<file path="src/rtl/skew_fifo_bank.sv">
// Bank of per-channel circular FIFOs feeding a systolic array. Channel k output passes a
// read register plus k skew stages, so one lockstep pop leaves the bank as a diagonal wavefront.
module skew_fifo_bank #(
  parameter int unsigned NCH    = 3,
  parameter int unsigned DATA_W = 32,
  parameter int unsigned DEPTH  = 8,
  localparam int unsigned CW    = $clog2(DEPTH) + 1
) (
  input  logic                  clk,
  input  logic                  rst,
  input  logic [NCH-1:0]        wr_en,
  input  logic [NCH*DATA_W-1:0] din,
  input  logic                  rd_en,
  input  logic                  mode,
  input  logic                  clr_err,
  output logic [NCH-1:0]        full,
  output logic [NCH-1:0]        empty,
  output logic [NCH*CW-1:0]     level,
  output logic [NCH*DATA_W-1:0] dout,
  output logic [NCH-1:0]        dout_valid,
  output logic [NCH-1:0]        ovf
);

  localparam int unsigned AW = $clog2(DEPTH);

  logic [NCH-1:0] pop;
  logic           pop_all;

  // Lockstep pops only when every channel can supply an entry.
  always_comb begin
    pop_all = rd_en && (empty == '0);
    pop     = '0;
    for (int k = 0; k < NCH; k++) begin
      pop[k] = mode ? (rd_en && !empty[k]) : pop_all;
    end
  end

  for (genvar g = 0; g < NCH; g++) begin : g_ch
    localparam int unsigned NS = g + 1;

    logic [DATA_W-1:0]    mem_q [DEPTH];
    logic [AW-1:0]        wptr_q;
    logic [AW-1:0]        rptr_q;
    logic [CW-1:0]        cnt_q;
    logic                 ovf_q;
    logic [NS-1:0]        pv_q;
    logic [NS*DATA_W-1:0] pd_q;
    logic                 push;
    logic                 drop;
    logic [DATA_W-1:0]    rd_word;

    assign full[g]  = (cnt_q == CW'(DEPTH));
    assign empty[g] = (cnt_q == '0);
    assign push     = wr_en[g] && !full[g];
    assign drop     = wr_en[g] && full[g];
    assign rd_word  = pop[g] ? mem_q[rptr_q] : '0;

    assign level[g*CW +: CW]         = cnt_q;
    assign ovf[g]                    = ovf_q;
    assign dout_valid[g]             = pv_q[NS-1];
    assign dout[g*DATA_W +: DATA_W]  = pd_q[NS*DATA_W-1 -: DATA_W];

    always_ff @(posedge clk) begin
      if (push) begin
        mem_q[wptr_q] <= din[g*DATA_W +: DATA_W];
      end
    end

    always_ff @(posedge clk or negedge rst) begin
      if (!rst) begin
        wptr_q <= '0;
        rptr_q <= '0;
        cnt_q  <= '0;
        ovf_q  <= 1'b0;
        pv_q   <= '0;
        pd_q   <= '0;
      end else begin
        if (push) begin
          wptr_q <= wptr_q + AW'(1);
        end
        if (pop[g]) begin
          rptr_q <= rptr_q + AW'(1);
        end
        unique case ({push, pop[g]})
          2'b10:   cnt_q <= cnt_q + CW'(1);
          2'b01:   cnt_q <= cnt_q - CW'(1);
          default: cnt_q <= cnt_q;
        endcase
        // A fresh drop wins over a simultaneous clear.
        ovf_q <= drop || (ovf_q && !clr_err);
        // Newest entry enters at the low end; the top slot drives dout.
        pv_q  <= NS'({pv_q, pop[g]});
        pd_q  <= (NS*DATA_W)'({pd_q, rd_word});
      end
    end
  end

endmodule
</file>
<file path="config.mk">
export PLATFORM = sky130hd
export DESIGN_NAME = skew_fifo_bank
export DESIGN_NICKNAME = d
export VERILOG_FILES = /design/src/rtl/skew_fifo_bank.sv
export SDC_FILE = /design/constraint.sdc
export NUM_CORES = 1
export LEC_CHECK = 0
export ABC_AREA = 1
export BUFFER_PORTS_ARGS = -buffer_cell sky130_fd_sc_hd__buf_4
export CORE_MARGIN = 2
export CORE_UTILIZATION = 23
export CTS_CLUSTER_SIZE = 30
export DETAILED_ROUTE_END_ITERATION = 10
export GPL_ROUTABILITY_DRIVEN = 1
export PLACE_DENSITY = 0.48
export SYNTH_ARGS = -nofsm -noshare
export SYNTH_HDL_FRONTEND = slang
export SYNTH_SLANG_ARGS = --single-unit
</file>
<file path="constraint.sdc">
create_clock -name clk -period 3.17 [get_ports clk]
set_input_delay 0.1585 -clock clk [delete_from_list [all_inputs] [get_ports clk]]
set_output_delay 0.1585 -clock clk [all_outputs]
set_load 0.01 [all_outputs]
</file>
==> results of run 1 <==
==> worst min-delay path: cells and delay by family <==
| family | cells | cell delay, ns |
|---|---|---|
| and+or+nand+nor | 4 | 0.35 |
| buffers and inverters | 2 | 0.25 |
==> logic make-up after synthesis <==
family / synth area share, %
AO/OA/AOI/OAI: 0.198
XOR/XNOR: 0.318
adder cells (fa/ha/maj): 0.486
buffers and inverters: 3.84
flip-flops: 74.7
AND/OR/NAND/NOR: 20.5
==> per-stage QoR <==
| stage | setup WS [ns] | util (%) | hold WS, ns |
|---|---|---|---|
| 2_1_floorplan | 0.287 | - | -0.137 |
| 5_1_grt | 0.216 | 28.4 | 0.117 |
| 3_3_place_gp | 0.562 | 25.5 | 0.203 |
| 4_1_cts | 0.473 | 28.4 | 0.00645 |
| 6_report | 0.433 | 28.4 | 0.0705 |
| 3_5_place_dp | 0.496 | 25.5 | 0.200 |
==> per-layer routing <==
layer  GRT usage, %  share of wire [%]  vias to the layer above
met1           14.4                 44                    11200
met2           19.1                 50                      407
li1               -                  -                    11300
met5              0              0.051                        -
met3           2.20                4.2                      135
met4           3.52                2.4                        8
==> worst min path at each step <==
stage          start                 to  slack, ns
6_report       rd_en  g_ch[2].rptr_q[0]       0.07
5_1_grt        rd_en  g_ch[2].rptr_q[2]       0.12
2_1_floorplan    rst   g_ch[0].cnt_q[0]      -0.14
4_1_cts        rd_en  g_ch[2].rptr_q[0]      0.006
3_3_place_gp     rst   g_ch[1].pd_q[37]       0.20
3_5_place_dp     rst   g_ch[1].pd_q[37]       0.20
==> repair_timing <==
action / 4_1_cts / 5_1_grt
endpoints found under the hold margin: 958 / 0
hold buffers: 106 / 0
gates resized for setup: 0 / 0
==> registers in the layout (all words and copies together) (netlist names) <==
register	flops
g_ch.mem_q	768
g_ch.pd_q	192
g_ch.cnt_q	12
g_ch.rptr_q	9
g_ch.wptr_q	9
g_ch.pv_q	6
g_ch.ovf_q	3
==> cell type report <==
cell class,instances,share of cell area (%)
repair buffers,391,7.24
diodes,2,0.0106
multi-input cells,1935,17.8
well taps,2204,5.81
clock buffers,159,6.80
inverters,45,0.375
clock inverters,49,1.08
flip-flops and latches,999,60.8
==> layout by cell type (no fill, tap or decap), drive strengths merged, types with 6 or more instances in the layout <==
cell            n
nand2        1341
edfxtp        768
nand3         408
buf           285
dfrtp         231
clkbuf        159
nor2          137
dlygate4sd3   106
inv            53
clkinv         35
ha             15
o21ai          10
xor2            8
xnor2           6
==> power by group <==
| group | switching, mW | internal (mW) | total, mW |
|---|---|---|---|
| logic | 9.19 | 4.27 | 13.5 |
| registers | 0.924 | 17.0 | 17.9 |
| clock network | 5.41 | 7.46 | 12.9 |
==> impl_metrics.toml, run 1 <==
[timing]
relSlewSlack_pct = 33.7
fmax_mhz = 365
finalCritPeriodShare_pct = 86.3
finalMaxSlewViolations = 0
min_period_ns = 2.74
setup_viol = 0
fin_worst_skew_ns = 0.0907
worst_slew_pin_slew_ns = 0.995
tns_ns = 0
hold_violations = 0
rsz0062_at_grt = "false"

[clock_network]
cts_root_buf = "clkbuf_16"
clock_latency_ns = 0.77
h-tree-depth = 3
clk_path_buf_depth = 3
clock_sinks = 999
clk_pin_slew_ns = 0.06
cts_tree = "yes"
cts_setup_buffers = 0
cts_buffers = 110

[route]
dr.pass1.iters = 6
antenna_left = 0
drc = 0
wl_um = 97100
dr_total_vias = 23000
wire_per_inst_um = 16.8
drtIter0Drc = 1297
vias_per_cell = 3.98

[floorplanning]
io_pins = 224
dieWidth_um = 414
core_um2 = 167000
die_height_um = 414
dieArea_um2 = 171000
start_util_pct = 23.1
rows = 150

[synthesis]
yosysUniqueCellTypes = 26
ys.flop_type = "edfxtp_1"
synth-seq-cells = 999
syn_avg_cell_area_um2 = 12.1
ys_async_sr_fraction_pct = 23.1
netlist_top_cells_area = "edfxtp_1, dfrtp_1, nand2_1"
synth_most_common_cell = "nand2_1"
ys_seq_area_share_pct = 74.7
synthesis.area_um2 = 38600
yosysWarnings = 0
synth_nets = 3322
synth_top_cell_by_area = "edfxtp_1"
synth_cells = 3203
synth-edff-count = 768
synth.top_cell.area_share_pct = 59.7
synth_commonest_cells = "nand2_1, edfxtp_1, nand3_1"

[power_and_ir_drop]
power_mw = 44.3
ir_worst_vdd_mv = 0.582
power_density_nw_per_um2 = 934
leakagePower_nw = 18.9

[worst_setup_path]
reg2reg_setup_slack_ns = 0.43
crit_end = "g_ch[0].cnt_q[2]"
worstPathCellList = "nor2_1, nand2_1, nand3_1, nand2_8, ha_1, nand2_1, inv_1, nor2_1, ha_1, a21oi_1, xor2_1, o21ai_0"
arrival_ns = 3.29
rr_startpoint = "g_ch[0].cnt_q[1]"
crit_family = "simple AND/OR/NAND/NOR gates"
critPathCaptureType = "register"
path_buf_inv = 1
worstPathRequired_ns = 3.73
rr_endpoint = "g_ch[0].cnt_q[2]"
crit_path_top_delay_cell = "nand3_1"
startpoint = "g_ch[0].cnt_q[1]"
cpPeakStageDelay_ns = 0.54
path_depth = 12
reg2reg_depth = 12
cp_max_fo = 7
startpoint_type = "register"
crit_type = "register to register"

[place]
dp_hpwl_um = 53200
gp_congestion = 0.707
io_buffers = 223
place_area_um2 = 42600
place_inst = 5468

[final_layout]
drive_gt1_share_pct = 15.1
area_delta_synth_final_pct = 22.9
fill_cells = 17100
nets = 3601
instances_no_fill = 5784
multiInputGateArea_um2 = 8460
seq_area_um2 = 28900
finish.instance_area_um2 = 47400

[run_status]
status = "finished, final reports clean"

[global_routing]
grtUsageTotal_pct = 11.2
antenna_found_initial = 7
grt_first_pass_wirelength_um = 145000
grt_max_degree = 131
grt_pass1_vias = 22800
overflow = 0

[min_path]
hold_depth = 6
hp-class = "input pin to register"

[job]
max-cap-violations = 0
Note: power is estimated with default switching activity, not from simulation.
==> run 2: changes to the inputs <==
Settings changed: CORE_MARGIN 2 to 8.
Clock period 3.17 ns to 3.6 ns, I/O delays scaled along.
==> run 2 against run 1 <==
Compared with the run above:
- design area down 0.50%
- final cell count up 0.12%
- global-route usage down 0.43 points
- first-iteration DRC count up 8.0%
- die area up 5.9%
- clock skew down 0.025 ns
- sequential power down 11%
- clock power down 15%
- hold slack better by 0.14 ns
- non-clock buffer count unchanged
- routed wire length up 2.9%
- critical endpoint is now g_ch[2].cnt_q[2]
- largest cell class unchanged
- highest routed layer unchanged
==> impl_metrics.toml, run 2 (synthesis results as in run 1) <==
[run_status]
status = "finished, final reports clean"

[floorplanning]
dieWidth_um = 426
io_pins = 224
rows = 150
core_um2 = 167000
die_height_um = 426
dieArea_um2 = 181000
start_util_pct = 23.1

[power_and_ir_drop]
power_density_nw_per_um2 = 817
leakagePower_nw = 18.7
ir_worst_vdd_mv = 0.572
power_mw = 38.6

[worst_setup_path]
crit_family = "simple AND/OR/NAND/NOR gates"
cp_max_fo = 12
path_buf_inv = 1
cpPeakStageDelay_ns = 0.43
worstPathRequired_ns = 4.24
crit_path_top_delay_cell = "dfrtp_1"
startpoint_type = "register"
critPathCaptureType = "register"
crit_type = "register to register"
arrival_ns = 3.09
worstPathCellList = "nor2_1, nand2_1, nand2_2, nor2_4, nand2_4, nand2_2, ha_1, nand2_1, inv_1, nor2_1, ha_1, a21oi_1, or2_2, a31oi_1"

[route]
wl_met1_um = 42600
wl_met3_um = 4130
wire_per_inst_um = 17.3
antenna_left = 0
drtIter0Drc = 1401
drc = 0
dr.pass1.iters = 5
wl_um = 99900
vias_per_cell = 4.00
dr_total_vias = 23200
wl_met2_um = 49800
highest_layer = "met5"

[clock_network]
cts_setup_buffers = 0
cts_root_buf = "clkbuf_16"
clk_path_buf_depth = 3
h-tree-depth = 3
cts_resized = 0
clock_sinks = 999
clock_latency_ns = 0.74
cts_tree = "yes"
clk_pin_slew_ns = 0.06
cts_buffers = 110

[global_routing]
grt_pass1_vias = 23300
grt_first_pass_wirelength_um = 150000
overflow = 0
grt_max_degree = 129
antenna_found_initial = 16
grtUsageTotal_pct = 10.8

[timing]
worst_slew_pin_slew_ns = 1.02
tns_ns = 0
finalMaxSlewViolations = 0
fmax_mhz = 408
setup_viol = 0
fin_worst_skew_ns = 0.0655
finalCritPeriodShare_pct = 68.0
relSlewSlack_pct = 31.8
min_period_ns = 2.45
rsz0062_at_grt = "false"
hold_violations = 0
setup_ws_ns = 1.15
hold_ws_ns = 0.215

[final_layout]
top_regs = "g_ch.mem_q x768, g_ch.pd_q x192, g_ch.cnt_q x12"
largest_reg_flops = 768
finish.instance_area_um2 = 47200
top_register = "g_ch.mem_q"
area_delta_synth_final_pct = 22.2
mostFrequentLayoutCell = "nand2_1"
fill_cells = 17100
drive_gt1_share_pct = 14.3
final_cell_mix = "nand2_1, edfxtp_1, nand3_1"
nets = 3601

[job]
max-cap-violations = 0

[place]
dp_hpwl_um = 56200
gp_congestion = 0.705
dp_slack_ns = 1.07
place_area_um2 = 42500
io_buffers = 223

[min_path]
hp-class = "input pin to register"
run 2: through the flow:
step                util, %  std cells
detailed placement     25.4       5465
CTS                    28.2       5783
global route           28.2       5787
finish                 28.3       5791
global placement       25.4       5465
floorplan                 -       3203
run 2: metal layers:
metal	vias up	global-route usage, %
li1	11300	-
met1	11300	13.2
met2	435	18.9
met3	166	2.27
met4	8	3.76
met5	-	0
run 2: final cells by class:
type / instances / area, um^2 / area share (%)
Inverter: 45 / 180 / 0.382
Tap cell: 2204 / 2760 / 5.84
Sequential cell: 999 / 28900 / 61.1
Clock inverter: 38 / 454 / 0.962
Antenna cell: 8 / 20.0 / 0.0424
Timing Repair Buffer: 391 / 3330 / 7.05
Multi-Input combinational cell: 1935 / 8460 / 17.9
Clock buffer: 171 / 3130 / 6.64
run 2: timing repair:
item | in CTS | in global routing
hold endpoints to repair | 1019 | 0
endpoints found under the setup margin | 0 | 0
hold buffers | 109 | 0
run 2: worst reg2reg max path, delay by kind of cell, from the launching register on:
family,cells,cell delay [ns]
compound gates,2,0.17
buf+inv,1,0.05
simple gates,9,1.33
flops,1,0.43
fa+ha+maj,2,0.44
run 2: path summary, 6_finish.rpt:
check	cells past startpoint	slack, ns	endpoint	startpoint
worst max-delay path	14	1.15	g_ch[2].cnt_q[2]	g_ch[0].cnt_q[1]
worst min-delay path	2	0.21	g_ch[2].mem_q[1][4]	din[68]
worst max register to register	14	1.15	g_ch[2].cnt_q[2]	g_ch[0].cnt_q[1]
worst min register to register	0	0.34	g_ch[1].pd_q[41]	g_ch[1].pd_q[9]
max in group asynchronous	4	1.43	g_ch[2].rptr_q[0]	rst
min in group asynchronous	3	0.61	g_ch[1].pd_q[4]	rst
run 2: power by group:
part	internal, mW	total [mW]	switching (mW)
Clock	6.38	11.0	4.65
Sequential	15.0	15.9	0.890
Combinational	3.69	11.6	7.96
Total	25.1	38.6	13.5
==> run 3: changes to the inputs <==
Settings changed: ABC_AREA 1 to 0.
Clock period 3.6 ns to 2.55 ns, I/O delays scaled along.
==> run 3 against run 2 <==
Compared with the run above:
- die area fell by 5.4%
- sequential power rose by 42%
- synthesized area fell by 5.7%
- routed wire length down 12%
- worst setup slack worse by 1.1 ns
- synthesized cell count down 47%
- via count fell by 28%
- clock skew increased by 0.022 ns
- design area decreased by 1.8%
- sequential share of layout area up 1.2 points
==> impl_metrics.toml, run 3 <==
[synthesis]
synth_cells = 1682
synth_top_cell_by_area = "edfxtp_1"
synth-seq-cells = 999
synthSimpleGateAreaFrac_pct = 2.23
synth_top_family_by_area = "multiplexers"
syn_avg_cell_area_um2 = 21.7
synth_most_common_cell = "edfxtp_1"
synth_nets = 1801
ys_async_sr_fraction_pct = 23.1
ys_seq_area_share_pct = 79.2
synthMuxAreaShare_pct = 14.7
yosysWarnings = 0
netlist_top_cells_area = "edfxtp_1, dfrtp_1, mux4_2"
synth_commonest_cells = "edfxtp_1, dfrtp_1, mux4_2"
ys.flop_type = "edfxtp_1"
synth-compound-area-share_pct = 0.302
synthesis.area_um2 = 36400
synth.top_cell.area_share_pct = 63.3
synth-edff-count = 768
synth_fa_ha_area_share_pct = 0.515
synthXorXnorAreaFrac_pct = 0.625
yosysUniqueCellTypes = 37

[clock_network]
clock_sinks = 999
cts_buffers = 108
h-tree-depth = 3
clk_pin_slew_ns = 0.06
clock_latency_ns = 0.75
clk_path_buf_depth = 3
cts_tree = "yes"
cts_root_buf = "clkbuf_16"

[timing]
fmax_mhz = 406
fin_worst_skew_ns = 0.0871
relSlewSlack_pct = 54.8
finalMaxSlewViolations = 0
rsz0062_at_grt = "true"
hold_violations = 0
worst_slew_pin_slew_ns = 0.679
setup_viol = 0
hold_ws_ns = 0.0673
finalCritPeriodShare_pct = 96.7
min_period_ns = 2.47

[power_and_ir_drop]
power_mw = 52.3
power_density_nw_per_um2 = 1130
ir_worst_vdd_mv = 0.667
leakagePower_nw = 16.4

[global_routing]
overflow = 0
grt_max_degree = 52
antenna_found_initial = 9
grt_pass1_vias = 19000
grtUsageTotal_pct = 10.2
grt_first_pass_wirelength_um = 129000

[route]
drc = 0
dr.pass1.iters = 4
antenna_left = 0
drtIter0Drc = 883
wl_um = 88100
wire_per_inst_um = 20.7
dr_total_vias = 16800
vias_per_cell = 3.95

[final_layout]
finish.instance_area_um2 = 46300
largest_reg_flops = 768
final_cell_mix = "edfxtp_1, buf_4, dfrtp_1"
nets = 2198
instances_no_fill = 4249
top_regs = "g_ch.mem_q x768, g_ch.pd_q x192, g_ch.cnt_q x12"
area_delta_synth_final_pct = 27.2
top_register = "g_ch.mem_q"
final_core_util_pct = 29.4
drive_gt1_share_pct = 34.9
mostFrequentLayoutCell = "edfxtp_1"

[floorplanning]
dieWidth_um = 414
die_height_um = 414
core_um2 = 158000
dieArea_um2 = 171000
start_util_pct = 23.1
io_pins = 224
rows = 146

[worst_setup_path]
cp_max_fo = 5
rr_endpoint = "g_ch[1].cnt_q[2]"
arrival_ns = 3.08
rr_startpoint = "g_ch[2].cnt_q[0]"
crit_end = "g_ch[1].cnt_q[2]"
reg2reg_depth = 11
worstPathRequired_ns = 3.16
startpoint_type = "register"
reg2reg_setup_slack_ns = 0.08
critPathCaptureType = "register"
startpoint = "g_ch[2].cnt_q[0]"
crit_type = "register to register"

[place]
io_buffers = 223
place_inst = 3930
dp_hpwl_um = 52200
place_area_um2 = 41400
gp_congestion = 0.711

[run_status]
status = "finished, final reports clean"

[job]
max-cap-violations = 0

[min_path]
hp-class = "input pin to asynchronous set/reset pin"
run 3: how the worst min path moves through the flow:
stage	startpoint	to
4_1_cts	rst	g_ch[1].pd_q[44]
2_1_floorplan	rst	g_ch[0].cnt_q[0]
6_report	rst	g_ch[1].pd_q[50]
3_5_place_dp	rst	g_ch[1].pd_q[48]
3_3_place_gp	rst	g_ch[1].pd_q[50]
5_1_grt	rst	g_ch[1].pd_q[47]
run 3: worst max-delay path, stage by stage (launching register included):
cell,delay [ns]
dfrtp_2,0.40
or4_4,0.53
a21o_1,0.23
nand3_4,0.10
inv_4,0.05
ha_4,0.17
xor2_1,0.16
ha_1,0.22
a21oi_2,0.13
xor2_1,0.15
nor2_1,0.07
xor2_1,0.14
run 3: layer usage:
metal	vias to the layer above	track usage, %	wire (um)
li1	7378	-	-
met1	8948	11.8	34400
met2	292	18.6	47000
met3	144	2.09	3520
met4	2	4.12	3190
met5	-	0	13
run 3: cell type report:
type,count,area [um^2]
Clock buffer,147,3070
Timing Repair Buffer,425,3940
Tap cell,2072,2590
Inverter,12,55.1
Sequential cell,999,28900
Fill cell,15500,111000
Antenna cell,3,7.51
Multi-Input combinational cell,533,7040
Clock inverter,58,766
run 3: through the flow:
step                TNS [ns]  worst slack [ns]
finish                     0            0.0843
global route         -0.0306           -0.0155
CTS                        0           0.00242
detailed placement         0            0.0353
global placement           0            0.0338
floorplan             -73.46            -0.339
run 3: timing repair:
| action | in CTS | in global routing |
|---|---|---|
| gates resized for setup | 0 | 5 |
| endpoints found under the setup margin | 0 | 5 |
| endpoints found under the hold margin | 1015 | 0 |
| buffers inserted | 0 | 5 |
| hold buffers | 106 | 0 |
run 3: where the power goes:
group / internal [mW] / switching [mW] / leakage (nW)
combinational: 6.59 / 6.85 / 4.66
sequential: 20.8 / 1.64 / 9.93
clock: 9.74 / 6.64 / 1.85
run 3: kinds of logic after synthesis:
family,count (synthesis)
adders and majority gates,15
muxes,294
AOI/OAI and AO/OA,18
and+or+nand+nor,180
xor gates and xnor gates,26
buffers and inverters,150
DFF,999
